<file path="src/rtl/piso_serializer.sv">
// piso_serializer: MSB-first parallel-to-serial converter with a one-word holding
// buffer so consecutive words stream without gap cycles.
module piso_serializer #(
    parameter int WIDTH = 4
) (
    input  logic             clk,
    input  logic             rst_n,
    input  logic [WIDTH-1:0] in_data,
    input  logic             in_valid,
    output logic             in_ready,
    output logic             serial_out,
    output logic             serial_valid,
    output logic             frame_start,
    output logic             frame_end,
    output logic             busy
);
    localparam int CW = $clog2(WIDTH);
    typedef enum logic {IDLE, SHIFT} state_t;
    state_t           state;
    logic [WIDTH-1:0] hold, sreg;
    logic [CW-1:0]    cnt;
    logic             hold_full, xfer, last, load, step, hold_next, shift_next;
    // in_ready mirrors !hold_full, so a transfer and a reload never share an edge
    assign xfer       = in_valid && in_ready;
    assign last       = cnt == CW'(WIDTH - 1);
    assign load       = hold_full && (state == IDLE || last);
    assign step       = state == SHIFT && !last;
    assign hold_next  = xfer || (hold_full && !load);
    assign shift_next = load || step;
    always_ff @(posedge clk or negedge rst_n) begin
        if (!rst_n) begin
            state        <= IDLE;
            hold         <= '0;
            hold_full    <= 1'b0;
            sreg         <= '0;
            cnt          <= '0;
            in_ready     <= 1'b0;
            serial_out   <= 1'b0;
            serial_valid <= 1'b0;
            frame_start  <= 1'b0;
            frame_end    <= 1'b0;
            busy         <= 1'b0;
        end else begin
            if (xfer) hold <= in_data;
            hold_full    <= hold_next;
            in_ready     <= !hold_next;
            busy         <= shift_next || hold_next;
            state        <= shift_next ? SHIFT : IDLE;
            sreg         <= load ? hold : step ? sreg << 1 : '0;
            cnt          <= step ? cnt + CW'(1) : '0;
            // outputs present the bit that sreg will hold after this edge
            serial_valid <= shift_next;
            serial_out   <= load ? hold[WIDTH-1] : step && sreg[WIDTH-2];
            frame_start  <= load;
            frame_end    <= step && cnt == CW'(WIDTH - 2);
        end
    end
endmodule

</file>
<file path="config.mk">
export PLATFORM = sky130hd
export DESIGN_NAME = piso_serializer
export DESIGN_NICKNAME = d
export VERILOG_FILES = /design/src/rtl/piso_serializer.sv
export SDC_FILE = /design/constraint.sdc
export NUM_CORES = 1
export LEC_CHECK = 0
export ABC_AREA = 1
export CORE_MARGIN = 4
export CORE_UTILIZATION = 35
export CTS_CLUSTER_DIAMETER = 80
export DETAILED_ROUTE_END_ITERATION = 12
export PLACE_DENSITY = 0.67
export SLEW_MARGIN = 20
export SYNTH_ARGS = -nofsm -noshare
export SYNTH_HDL_FRONTEND = slang
export SYNTH_SLANG_ARGS = --single-unit
</file>
<file path="constraint.sdc">
create_clock -name clk -period 1.8 [get_ports clk]
set_clock_uncertainty 0.15 [all_clocks]
set_input_delay 0.54 -clock clk [delete_from_list [all_inputs] [get_ports clk]]
set_output_delay 0.54 -clock clk [all_outputs]
set_load 0.05 [all_outputs]
</file>
==> reports/metrics.csv <==
metric;value;unit
CTS sink cnt;16;
Synth top area share;66.9;%
Hold Path Class;register to register;
final period demand of the worst path;1.63;ns
setup TNS;0;ns
io pins;13;
Clock power frac;11.4;%
Arrival @ worst endpoint;0.94;ns
Top delay family on crit path;flip-flops;
DR vias;424;
first-pass GRT wire length;1590;um
P_int;0.000925;W
synthesis-to-layout area growth;38.5;%
antenna viol nets, final;0;
FP Rows;14;
DR vias/cell;4.66;
vias in the first global route;395;
Total Routing Usage GR;8.73;%
wire per inst;10.2;um
Seq/Total Area, Yosys;66.9;%
Initial DRC Count;5;
post-cts repair resize count;0;
pwr dens;1910;mW/mm2
required time of the critical path;1.11;ns
slew of the pin with the lowest slew margin;0.250;ns
Port Buffer Count;12;
crit path launch type;register;
largest family of logic cells by synthesized area;simple AND/OR/NAND/NOR gates;
RSZ-0062 raised after global routing;no;
commonest cells after routing, fill and taps aside;16 x nand2_1, 16 x dfrtp_1, 9 x nand3_1;
r2r setup slk;0.55;ns
First-pass DRT Iterations;4;
critical path class;register to output port;
Avg Cell Area, Syn;10.1;um2
crit share post-route;90.8;%
DP Worst Slack;0.152;ns
fraction of synthesized area in multiplexers;0;%
fin nets;86;
Bufs and invs on worst path;1;
Post CTS Setup Buffer Count;0;
max-cap viol count;0;
post-synthesis xor/xnor area fraction;0;%
Antenna Cells;0;
Worst slew margin;83.3;%
CTS tree;yes;
CTS buffer count;3;
number of synthesized register bits;16;
status;complete, no violations;
Worst path max stage delay;0.49;ns
Die Area;0.00243;mm2
Yosys Warn Count;0;
Adder-Cell Fraction of Synth Area;4.18;%
H-tree depth;1;
design area;828;um2
Die Y-Extent;49.3;um
Longest Clk Path Bufs;2;
maximum VDD drop;904;uV
dpl cell area;806;um2
distinct cell type count after synthesis;7;
share of cells above drive strength 1;17.3;%
CTS root buffer;clkbuf_4;
DRC;0;
Fillers;138;
Synth Area in Compound Gates;0;%
Reg clk slew, reported paths;0.08;ns
final setup margin;0.166;ns
Sw Pwr;0.000654;W
Reg power frac;41.6;%
ranking of synthesized cells by area;dfrtp_1 67%, nand2_1 10%, nand3_1 7.5%, inv_1 5.0%, ha_1 4.2%;
Synth Cell Area;598;um2
area leader, netlist;dfrtp_1;
Die Wd;49.3;um
Routed WL;928;um
Overflow after GRT;0;
initial antenna violation count;0;
FF+latch area;400;um2
Worst-Skew Late Latency;0.28;ns
syn_nets;68;
Comb power frac;47.0;%
total core area;0.00156;mm2
GPL Wtd Cong;0.726;
CP Max Fanout;6;
critical path, cell by cell;buf_12;
largest net degree at the start of global routing;17;
Initial Utilization;38.4;%
CP max stage cell;dfrtp_1;
Max Fclk;0.612;GHz
post-synthesis simple-gate area fraction;23.8;%
Sw Ratio;41.4;%
CP Capture Type;output port;
leak pwr;0.439;nW
final setup violation count;0;
post-detail-place hpwl;711;um
Pins Over Slew Limit;0;
Hold Buf Count CTS;0;
cells after synthesis;59;
Multi-input gate area;168;um2
Final Hold Viols;0;
-- final timing paths --
| path | from | to | cells past startpoint |
|---|---|---|---|
| worst max-delay path | in_ready | in_ready | 1 |
| worst min-delay path | sreg[0] | sreg[1] | 2 |
| worst max register to register | cnt[0] | sreg[1] | 5 |
| worst min register to register | sreg[0] | sreg[1] | 2 |
| max in group asynchronous | rst_n | hold[3] | 2 |
| min in group asynchronous | rst_n | busy | 2 |
-- Yosys cell counts --
cell      n
inv_1     8
nand3_1   9
nor2_1    5
nand2_2   3
dfrtp_1  16
nand2_1  16
ha_1      2
-- per-stage QoR --
stage                     hold WS [ns]  total power, W  std cells  util, %
after global placement           0.284         0.00141         88     51.7
after global routing             0.338         0.00167         91     53.1
after detailed placement         0.293         0.00142         88     51.7
after CTS                        0.312         0.00160         91     53.1
final                            0.306         0.00158         91     53.1
after floorplan                 0.0944         0.00105         59        -
-- cells by family after synthesis --
| kind of cell | Yosys count |
|---|---|
| adders and majority gates | 2 |
| DFF | 16 |
| and+or+nand+nor | 33 |
| buffers and inverters | 8 |
-- final cells by class --
class | count | share of cell area [%]
clock buffer | 3 | 2.72
inverter | 8 | 3.63
multi-input combinational | 35 | 20.2
sequential | 16 | 48.3
tap | 16 | 2.42
timing repair buffer | 13 | 22.7
-- power groups by stage --
stage               combinational (W)  sequential, W  clock, W
floorplan                    0.000235       0.000814         0
global placement             0.000745       0.000662         0
detailed placement           0.000752       0.000665         0
CTS                          0.000752       0.000660  0.000188
global route                 0.000795       0.000683  0.000195
finish                       0.000742       0.000658  0.000180
-- per-layer routing --
layer  global-route usage, %  share of wire, %  wire [um]  vias to the layer above
li1                        -                 -          -                      212
met1                    10.2                44        411                      193
met2                    13.6                47        434                       17
met3                    1.83               6.1         57                        2
met4                    7.11               2.7         25                        0
met5                       0                 0          0                        -
-- state kept, by name, summed over array words and instances, names as in the netlist --
name          flops
busy              1
cnt               2
frame_end         1
frame_start       1
hold              4
hold_full         1
in_ready          1
serial_out        1
serial_valid      1
sreg              3
Note: power is estimated with default switching activity, not from simulation.
